## config.mk

```make
export PLATFORM = sky130hd
export DESIGN_NAME = pipe_stage_regs
export DESIGN_NICKNAME = d
export VERILOG_FILES = /design/src/rtl/pipe_stage_regs_pkg.sv /design/src/rtl/pipe_stage_regs_stage_reg.sv /design/src/rtl/pipe_stage_regs.sv
export SDC_FILE = /design/constraint.sdc
export NUM_CORES = 1
export LEC_CHECK = 0
export CAP_MARGIN = 20
export CORE_MARGIN = 2
export CORE_UTILIZATION = 32
export CTS_CLUSTER_DIAMETER = 60
export CTS_CLUSTER_SIZE = 25
export DETAILED_ROUTE_END_ITERATION = 10
export PLACE_DENSITY_LB_ADDON = 0.25
export SLEW_MARGIN = 30
export SYNTH_ARGS = -nofsm -noshare
export SYNTH_HDL_FRONTEND = slang
export SYNTH_SLANG_ARGS = --single-unit
```

## constraint.sdc

```tcl
create_clock -name clk -period 4.5 [get_ports clk]
set_input_delay 1.35 -clock clk [delete_from_list [all_inputs] [get_ports clk]]
set_output_delay 1.35 -clock clk [all_outputs]
set_load 0.01 [all_outputs]
```

## src/rtl/pipe_stage_regs_pkg.sv

```systemverilog
// Constants shared between the pipeline register chain and the hazard-detection unit.
package pipe_stage_regs_pkg;

    localparam logic [31:0] NOP              = 32'h0000_0000;
    localparam logic [31:0] PC_RESET_DEFAULT = 32'h0000_3000;

    typedef enum logic [5:0] {
        OP_RTYPE = 6'h00,
        OP_BEQ   = 6'h04,
        OP_BNE   = 6'h05,
        OP_ADDI  = 6'h08,
        OP_ADDIU = 6'h09,
        OP_ORI   = 6'h0D,
        OP_LUI   = 6'h0F,
        OP_LW    = 6'h23,
        OP_SW    = 6'h2B
    } opcode_e;

    localparam logic [5:0] FUNCT_JR = 6'h08;

    localparam int OPCODE_MSB = 31;
    localparam int OPCODE_LSB = 26;
    localparam int RS_MSB     = 25;
    localparam int RS_LSB     = 21;
    localparam int RT_MSB     = 20;
    localparam int RT_LSB     = 16;
    localparam int RD_MSB     = 15;
    localparam int RD_LSB     = 11;
    localparam int FUNCT_MSB  = 5;
    localparam int FUNCT_LSB  = 0;

    typedef struct packed {
        logic [31:0] ir;
        logic [31:0] pc;
    } stage_t;

    function automatic logic is_nop(input logic [31:0] instr);
        return instr == NOP;
    endfunction

endpackage

```

## src/rtl/pipe_stage_regs_stage_reg.sv

```systemverilog
// One 64-bit IR+PC pipeline register; clear (bubble) takes priority over enable.
module stage_reg
    import pipe_stage_regs_pkg::*;
#(
    parameter logic [31:0] PC_RESET = PC_RESET_DEFAULT
) (
    input  logic        clk_i,
    input  logic        rst_ni,
    input  logic        en_i,
    input  logic        clr_i,
    input  logic [31:0] ir_i,
    input  logic [31:0] pc_i,
    output logic [31:0] ir_o,
    output logic [31:0] pc_o
);

    stage_t stage_d;
    stage_t stage_q;

    always_comb begin
        stage_d = stage_q;
        if (clr_i) begin
            stage_d.ir = NOP;
            stage_d.pc = 32'h0;
        end else if (en_i) begin
            stage_d.ir = ir_i;
            stage_d.pc = pc_i;
        end
    end

    always_ff @(posedge clk_i) begin
        if (!rst_ni) begin
            stage_q.ir <= NOP;
            stage_q.pc <= PC_RESET;
        end else begin
            stage_q <= stage_d;
        end
    end

    assign ir_o = stage_q.ir;
    assign pc_o = stage_q.pc;

endmodule

```

## src/rtl/pipe_stage_regs.sv

```systemverilog
// F/D, D/E, E/M, M/W register chain: a stall freezes D, bubbles E and lets M/W drain.
module pipe_stage_regs
    import pipe_stage_regs_pkg::*;
#(
    parameter logic [31:0] PC_RESET = PC_RESET_DEFAULT
) (
    input  logic        clk,
    input  logic        reset,
    input  logic        stall,
    input  logic [31:0] instr_F,
    input  logic [31:0] pc_F,
    output logic        pc_en,
    output logic [31:0] IR_D,
    output logic [31:0] IR_E,
    output logic [31:0] IR_M,
    output logic [31:0] IR_W,
    output logic [31:0] PC_D,
    output logic [31:0] PC_E,
    output logic [31:0] PC_M,
    output logic [31:0] PC_W,
    output logic [31:0] stall_cnt,
    output logic [31:0] retire_cnt
);

    logic [31:0] stall_cnt_d;
    logic [31:0] stall_cnt_q;
    logic [31:0] retire_cnt_d;
    logic [31:0] retire_cnt_q;

    assign pc_en = ~stall;

    stage_reg #(.PC_RESET(PC_RESET)) u_reg_d (
        .clk_i  (clk),
        .rst_ni (reset),
        .en_i   (~stall),
        .clr_i  (1'b0),
        .ir_i   (instr_F),
        .pc_i   (pc_F),
        .ir_o   (IR_D),
        .pc_o   (PC_D)
    );

    stage_reg #(.PC_RESET(PC_RESET)) u_reg_e (
        .clk_i  (clk),
        .rst_ni (reset),
        .en_i   (1'b1),
        .clr_i  (stall),
        .ir_i   (IR_D),
        .pc_i   (PC_D),
        .ir_o   (IR_E),
        .pc_o   (PC_E)
    );

    stage_reg #(.PC_RESET(PC_RESET)) u_reg_m (
        .clk_i  (clk),
        .rst_ni (reset),
        .en_i   (1'b1),
        .clr_i  (1'b0),
        .ir_i   (IR_E),
        .pc_i   (PC_E),
        .ir_o   (IR_M),
        .pc_o   (PC_M)
    );

    stage_reg #(.PC_RESET(PC_RESET)) u_reg_w (
        .clk_i  (clk),
        .rst_ni (reset),
        .en_i   (1'b1),
        .clr_i  (1'b0),
        .ir_i   (IR_M),
        .pc_i   (PC_M),
        .ir_o   (IR_W),
        .pc_o   (PC_W)
    );

    // Bubbles and real sll $0,$0,0 are both zero, so neither counts as retired.
    always_comb begin
        stall_cnt_d  = stall_cnt_q;
        retire_cnt_d = retire_cnt_q;
        if (stall && (stall_cnt_q != 32'hFFFF_FFFF)) begin
            stall_cnt_d = stall_cnt_q + 32'd1;
        end
        if (!is_nop(IR_M) && (retire_cnt_q != 32'hFFFF_FFFF)) begin
            retire_cnt_d = retire_cnt_q + 32'd1;
        end
    end

    always_ff @(posedge clk) begin
        if (!reset) begin
            stall_cnt_q  <= 32'h0;
            retire_cnt_q <= 32'h0;
        end else begin
            stall_cnt_q  <= stall_cnt_d;
            retire_cnt_q <= retire_cnt_d;
        end
    end

    assign stall_cnt  = stall_cnt_q;
    assign retire_cnt = retire_cnt_q;

endmodule

```

==> results.md, run 1 <==
- After clock tree synthesis, the setup repair step added 0 buffers.
- By area the synthesized netlist is led by dfxtp_1 (59%), and2_1 (7.5%), mux2i_1 (7.5%), and3_1 (3.9%), nor2_1 (2.7%).
- The number of antenna violations at the first check in global routing came to 1.
- The die is about 190 um wide.
- For this configuration, the core starts out at a cell density of 32.4%.
- The number of buffers between clock root and the deepest sink is 3.
- Static timing analysis puts the maximum clock frequency at roughly 280 MHz.
- The portion of the clock cycle consumed by the worst path in the final layout is 78.7%.
- Setup violations remaining at the end of the flow were counted as 0.
- The fraction of final layout cells sized beyond drive strength 1 is 5.25%.
- The largest vdd supply drop is ~0.00028 V.
- The fraction of post-synthesis cell area in the top cell type by area is about 59%.
- From bottom edge to top edge, the die measures around 190 um.
- The switching power is 1.56 mW.
- The count of pins over their slew limit is 0.
- The critical path is of the input pin to primary output type.
- The routed length per placed instance is between 15 and 20 um.
- After technology mapping, the gate count stands at around 1000.
- The total routed wirelength is approximately 33000 um.
- Setup repair after global routing left no endpoint under its margin.
- Cell internal power was estimated by the tool at 4.46 mW.
- Entering global routing, the biggest net connects ~140 pins.
- The async set-reset flop share out of synthesis is 0%.
- The clock-pin slew of the registers on the worst-case setup and hold paths is 0.07 ns.
- The detailed-route vias per instance is around 4.7.
- The most area-hungry cell type in the Yosys netlist is dfxtp_1.
- After legalization and detailed placement, the total HPWL measured 23300 um.
- The detailed router's first-iteration violation count is roughly 400.
- The floorplan has 67 rows.
- In this run switching power makes up between 20% and 30% of total power.
- The endpoint class of the critical path is a primary output.
- Once detail routing completed, the nets flagged for antenna violations numbered 0.
- The synthesis-to-layout area growth is 49.4%.
- The class of the tightest hold or removal check is flip-flop to flip-flop.
- In this run the standard cell core region covers between 0.03 and 0.04 sq mm.
- The CTS H-tree depth is 1.
- The filler cell count in the final layout is ~3000.
- The area of the multi-input gates is 0.00417 sq mm.
- The part of the total power dissipated in sequential elements is between 40% and 50%.
- In the global route stage, overall resource usage came out at 18.1%.
- around 390 I/O pins were placed.
- The number of hold-repair buffers added at the cts stage is 0.
- The number of enable-type register cells in the synthesized netlist is 0.
- Counting the buffers created by CTS gives 29.
- The final layout contains between 1000 and 1500 nets.
- The number of iterations in the first detailed-routing pass is 5.
- The clock period minus final worst setup slack is between 3 and 4 ns.
- The number of global-route vias before repair is approximately 8500.
- The number of port buffers is about 390.
- Measured against its own limit, the worst slew margin works out to 42.5%.
- After synthesis the cells add up to approximately 0.011 sq mm.
- The mean instance size in the synthesized netlist is around 10 sq um.
- The endpoint required time on the critical path is ~3.2 ns.
- The clock share of power is 43.7%.
- Ranked by instance count, the synthesized netlist is headed by dfxtp_1 (320), and2_1 (130), mux2i_1 (81).
- The total power per unit cell area is between 300 and 400 mW/mm^2.
- The buffer type at the clock tree root is clkbuf_16.
- The first-pass GRT wire length is a little over 50000 um.
- The largest fanout on the critical path is 10.
- The type of element launching the critical path is an input pin.
- The number of gates resized after CTS is 0.
- At the pin with the least slew margin, the transition time is around 0.86 ns.
- The accumulated negative setup slack is 0 ns.
- The number of clock sinks is 320.
- Clock latency on the worst-skew pair, taken at its later pin, is between 0.5 and 0.6 ns.
- After synthesis, the netlist uses 40 different library cells.
- The logic gate share of total power is 7.3%.
- In the final layout, flip-flops and latches occupy around 0.0064 sq mm.
- In this run the static leakage power is ~6.2 nW.
- The number of DRC violations after detailed routing is 0.
- The flip-flop cell with the highest count after synthesis is dfxtp_1.
- The overflow left after global routing is 0.
- The run finished with clean final reports.
- The number of endpoints with negative hold slack in the final report is 0.
- By instance count, the leading cell after synthesis is dfxtp_1.
- STA puts the critical path data arrival time at roughly 2.2 ns.
- The worst-case clock skew is 0.0183 ns.
- The sequential area share after synthesis is 59.1%.
- At the end of the flow the core is filled with cells to between 40% and 50%.
- The clock tree from TritonCTS is yes.
- The total nets after synthesis is approximately 1100.
- The via count is 8839.
- The final estimated routing congestion in global placement is between 0.8 and 0.9.
- The number of synthesis warnings is 0.
- The area enclosed by the die boundary is around 0.035 sq mm.
- The count of max-cap constraint violations is 0.
- The number of register bits inferred by synthesis is between 300 and 400.
==> cell families after synthesis <==
kind of cell               share of synthesized area, %
adders and majority gates                         0.231
xor gates and xnor gates                          0.889
buffers and inverters                              2.48
and+or+nand+nor                                    25.3
AOI/OAI and AO/OA                                  4.45
DFF                                                59.1
muxes                                              7.48
==> sequential cells by signal, summed over array words and instances, names as in the netlist <==
signal,count
u_reg_w.ir_o,32
retire_cnt,32
stall_cnt,32
u_reg_m.pc_o,32
u_reg_e.ir_o,32
u_reg_m.ir_o,32
u_reg_d.pc_o,32
u_reg_e.pc_o,32
u_reg_d.ir_o,32
u_reg_w.pc_o,32
==> layer usage <==
| metal | vias up | global-route usage (%) | wire, um |
|---|---|---|---|
| li1 | 4361 | - | - |
| met1 | 4163 | 23.3 | 14500 |
| met2 | 278 | 30.3 | 15700 |
| met3 | 37 | 4.90 | 2250 |
| met4 | 0 | 4.21 | 658 |
| met5 | - | 0 | 0 |
==> worst max-delay path, stage by stage <==
cell	delay, ns
buf_4	0.17
inv_2	0.11
clkdlybuf4s50_1	0.54
==> power by group through the flow <==
stage	clock network [mW]	logic [mW]	registers, mW
2_1_floorplan	0	0.156	3.03
3_3_place_gp	0	0.435	3.01
3_5_place_dp	0	0.441	3.01
4_1_cts	2.71	0.443	2.95
5_1_grt	2.83	0.471	2.96
6_report	2.63	0.437	2.95
==> layout by cell type (no fill, tap or decap), types with 10 or more instances in the layout <==
| cell | netlist | layout |
|---|---|---|
| buf_4 | 0 | 10 |
| nand3_1 | 21 | 21 |
| dfxtp_1 | 320 | 320 |
| xnor2_1 | 10 | 10 |
| clkbuf_16 | 0 | 29 |
| nand2_1 | 46 | 46 |
| and2_1 | 130 | 130 |
| nor4_1 | 25 | 25 |
| mux2i_1 | 81 | 81 |
| clkdlybuf4s50_1 | 0 | 385 |
| and3_1 | 68 | 68 |
| a21oi_1 | 35 | 35 |
| nor2_1 | 79 | 78 |
| o21ai_0 | 14 | 13 |
| o31ai_1 | 20 | 20 |
| and4_1 | 10 | 10 |
| or3_1 | 10 | 10 |
| nand4_1 | 22 | 22 |
| nand2b_1 | 20 | 20 |
| or4_1 | 28 | 28 |
==> final timing paths <==
kind	cells past startpoint	slack (ns)	to	start
max	3	0.96	pc_en	stall
min	1	0.44	u_reg_w.pc_o[13]	u_reg_m.pc_o[13]
max reg2reg	6	1.89	retire_cnt[31]	retire_cnt[20]
min reg2reg	1	0.44	u_reg_w.pc_o[13]	u_reg_m.pc_o[13]
==> area by class of cell <==
type                       count  share of cell area, %
clock buffer                  29                   4.49
sequential                   320                   39.6
inverter                       5                  0.131
multi-input combinational    652                   25.8
tap                          448                   3.46
clock inverter                24                   1.87
timing repair buffer         398                   24.6
antenna                        1                 0.0155
==> metrics by stage <==
step | cell area [sq um] | setup WS, ns | hold slack [ns] | power, mW | std cells
4_1_cts | 16200 | 0.967 | 0.448 | 6.10 | 1875
6_report | 16200 | 0.960 | 0.442 | 6.02 | 1877
3_3_place_gp | 15100 | 0.972 | 0.418 | 3.45 | 1822
2_1_floorplan | 10800 | 0.997 | 0.482 | 3.19 | 1043
3_5_place_dp | 15100 | 0.967 | 0.427 | 3.46 | 1822
5_1_grt | 16200 | 0.945 | 0.459 | 6.26 | 1877
Note: power is estimated with default switching activity, not from simulation.
==> run 2: changes to the inputs <==
==> constraint.sdc (replaced) <==
create_clock -name clk -period 3.2 [get_ports clk]
set_input_delay 0.96 -clock clk [delete_from_list [all_inputs] [get_ports clk]]
set_output_delay 0.96 -clock clk [all_outputs]
set_load 0.01 [all_outputs]
==> run 2 against run 1 <==
Global-route usage is 0.099 points higher; combinational power is 41% higher; non-clock buffer count grew 4; critical endpoint unchanged; clock power increased by 46%; sequential share of layout area shrank 0.13 points; via count increased by 0.75%; critical path depth unchanged; total power is 43% higher; critical path type unchanged; count of clock-buffer cells in the layout grew 3; clock skew up 0.013 ns; sequential cell count is the same.
==> results.md, run 2 (same netlist as run 1, synthesis figures left out) <==
- The accumulated negative setup slack was 0 ns (unchanged).
- The worst path buffer plus inverter count came to 3 (unchanged).
- Setup repair after global routing missed its margin: false (unchanged).
- The number of iterations in the first detailed-routing pass came to 5 (unchanged).
- The first-pass GRT wire length is 51200 um (was 50900 um).
- The actual slew at the worst max-slew pin is 0.899 ns (was 0.863 ns).
- Counting I/O delays and the setup requirement, the final critical path takes roughly 2.7 ns.
- Run status: finished clean (unchanged).
- The number of gates resized after CTS came to 0 (unchanged).
- The number of top-level pins is 388 (unchanged).
- The class of the tightest hold or removal check is flip-flop to flip-flop (unchanged).
- The leading cell type in the layout, fill and taps excluded is clkdlybuf4s50_1 (unchanged).
- The horizontal extent of the die came to 188 um (unchanged).
- The placed wire-length estimate is 23800 um (was 23300 um).
- The standard-cell row count is 67 (unchanged).
- The detailed router's first-iteration violation count came to 394 (was 402).
- The number of endpoints failing setup at the final stage is 0 (unchanged).
- The number of cells in the finished layout apart from fillers is 1883 (was 1877).
- The count of pins over their slew limit is 0 (unchanged).
- The via count is 8905 (was 8839).
- The synthesis-to-layout area growth is 49.9% (was 49.4%).
- The clock share of power is 44.7% (was 43.7%).
- The filler cell count in the final layout was 3059 (was 3074).
- The delay contributed by the slowest stage of the critical path is 0.54 ns (about the same).
- The number of nets still failing antenna checks after routing is 0 (unchanged).
- The internal reg-to-reg setup slack is 0.63 ns (was 1.89 ns).
- The total routed wirelength came to 33500 um (was 33100 um).
- The final estimated routing congestion in global placement is 0.807 (was 0.808).
- The total clock buffers created by CTS is 30 (was 29).
- The effective utilization at floorplan is 32.4% (unchanged).
- The portion of the clock cycle consumed by the worst path in the final layout is between 80% and 90%.
- Commonest cells after routing, fill and taps aside: clkdlybuf4s50_1 (385), dfxtp_1 (320), and2_1 (130), mux2i_1 (81), nor2_1 (78) (unchanged).
- The fraction of power spent switching nets came to 26.2% (was 25.9%).
- The logic gate share of total power was 7.2% (was 7.3%).
- The data arrival at the endpoint of the critical path is 1.76 ns (was 2.19 ns).
- The detailed-route vias per instance came to 4.73 (was 4.71).
- The maximum number of pins on one net before global-route repair came to 126 (was 135).
- The logic depth of the worst register-to-register path came to 6 (unchanged).
- CP Cell Sequence: buf_4 -> inv_2 -> clkdlybuf4s50_1 (unchanged).
- The area inside the core boundary is 0.0334 sq mm (unchanged).
- The global router's overall resource usage is 18.2% (was 18.1%).
- The final cell area excluding filler cells was 0.0162 sq mm (about the same).
- The cell internal power dissipation is 6.35 mW (was 4.46 mW).
- The CTS H-tree depth was 1 (unchanged).
- The fraction of final layout cells sized beyond drive strength 1 is 5.71% (was 5.25%).
- The number of port buffers is 387 (unchanged).
- The part of the total power dissipated in sequential elements is 48.2% (was 49.0%).
- The number of global-route vias before repair is 8682 (was 8519).
- Timing would allow up to around 370 MHz.
- The switching power is 2.26 mW (was 1.56 mW).
- The cell area after placement is 0.0152 sq mm (was 0.0151 sq mm).
- The number of cells traversed by the worst hold path was 1 (unchanged).
- The number of clock sinks was 320 (unchanged).
- The cell count along the critical path was 3 (unchanged).
- The buffer type at the clock tree root is clkbuf_16 (unchanged).
- The largest fanout on the critical path was 9 (was 10).
- The type of element launching the critical path was an input pin (unchanged).
- The total power per unit cell area came to 530 mW/mm^2 (was 372 mW/mm^2).
- The remaining max-slew budget at the tightest pin is 40.0% (was 42.5%).
- The antenna diode instance count came to 0 (was 1).
- The chip height is 188 um (unchanged).
- The clock tree from TritonCTS is yes (unchanged).
- The worst-case clock skew is 0.0311 ns (was 0.0183 ns).
- The area enclosed by the die boundary came to 0.0353 sq mm (unchanged).
- The clock latency on the worst-skew pair is 0.57 ns (was 0.55 ns).
- The endpoint class of the critical path was a primary output (unchanged).
- The number of hold-repair buffers added at the cts stage is 0 (unchanged).
- The routed length per placed instance is 17.8 um (was 17.7 um).
- The dominant delay contributor by cell family on the critical path is buffers and inverters (unchanged).
- The number of endpoints with negative hold slack in the final report is 0 (unchanged).
- The number of buffers between clock root and the deepest sink was 3 (unchanged).
- The largest vdd supply drop is 0.000481 V (was 0.000281 V).
- The standard cell with the maximum stage delay on the critical path is clkdlybuf4s50_1 (unchanged).
- The number of nets in the layout is 1480 (was 1475).
- The number of antenna violations at the first check in global routing is 0 (was 1).
- The buffer count from post-CTS setup fixing is 0 (unchanged).
- The overflow left after global routing came to 0 (unchanged).
- The clock-pin slew of the registers on the worst-case setup and hold paths is 0.08 ns (was 0.07 ns).
- The leakage power summed over all cells is 6.27 nW (was 6.22 nW).
- The worst setup path category is input pin to primary output (unchanged).
- The number of DRC violations after detailed routing is 0 (unchanged).
- The count of max-cap constraint violations is 0 (unchanged).
- The cell count after placement was 1827 (was 1822).
- The endpoint required time on the critical path is 2.24 ns (was 3.15 ns).
run 2: changes by cell type in the layout (fill, tap and decap cells not counted), sizes merged:
cell / before / now
inv: 17 / 24
buf: 13 / 17
clkinv: 7 / 3
clkbuf: 29 / 32
clkinvlp: 4 / 2
bufinv: 1 / 0
diode: 1 / 0
run 2: power groups by stage:
| stage | registers [mW] | logic [mW] | clock network (mW) |
|---|---|---|---|
| floorplan | 4.26 | 0.219 | 0 |
| global placement | 4.24 | 0.619 | 0 |
| detailed placement | 4.24 | 0.624 | 0 |
| CTS | 4.15 | 0.627 | 3.96 |
| global route | 4.16 | 0.662 | 4.12 |
| finish | 4.15 | 0.616 | 3.85 |
run 2: layout make-up:
class / count / area (sq um) / area share, %
repair buffers: 402 / 4000 / 24.6
multi-input cells: 652 / 4170 / 25.7
clock inverters: 24 / 290 / 1.79
well taps: 448 / 561 / 3.45
flip-flops and latches: 320 / 6410 / 39.5
inverters: 5 / 21.3 / 0.131
clock buffers: 32 / 790 / 4.86
run 2: worst paths after layout:
path / startpoint / to
worst max-delay path: stall / pc_en
worst min-delay path: u_reg_m.pc_o[13] / u_reg_w.pc_o[13]
worst max register to register: retire_cnt[20] / retire_cnt[5]
worst min register to register: u_reg_m.pc_o[13] / u_reg_w.pc_o[13]
run 2: metal layers:
metal	share of wire (%)	GRT usage [%]	vias up	wire, um
li1	-	-	4366	-
met1	43	22.7	4185	14400
met2	47	30.7	304	15700
met3	7.4	5.18	50	2460
met4	2.6	5.18	0	866
met5	0	0	-	0
run 2: stage by stage:
step                hold slack, ns  util [%]  total power, mW  setup slack, ns
floorplan                    0.482         -             4.48            0.477
global placement             0.418      45.3             4.85            0.478
detailed placement           0.431      45.3             4.86            0.472
CTS                          0.455      48.5             8.73            0.472
global route                 0.469      48.5             8.94            0.331
finish                       0.450      48.5             8.61            0.480
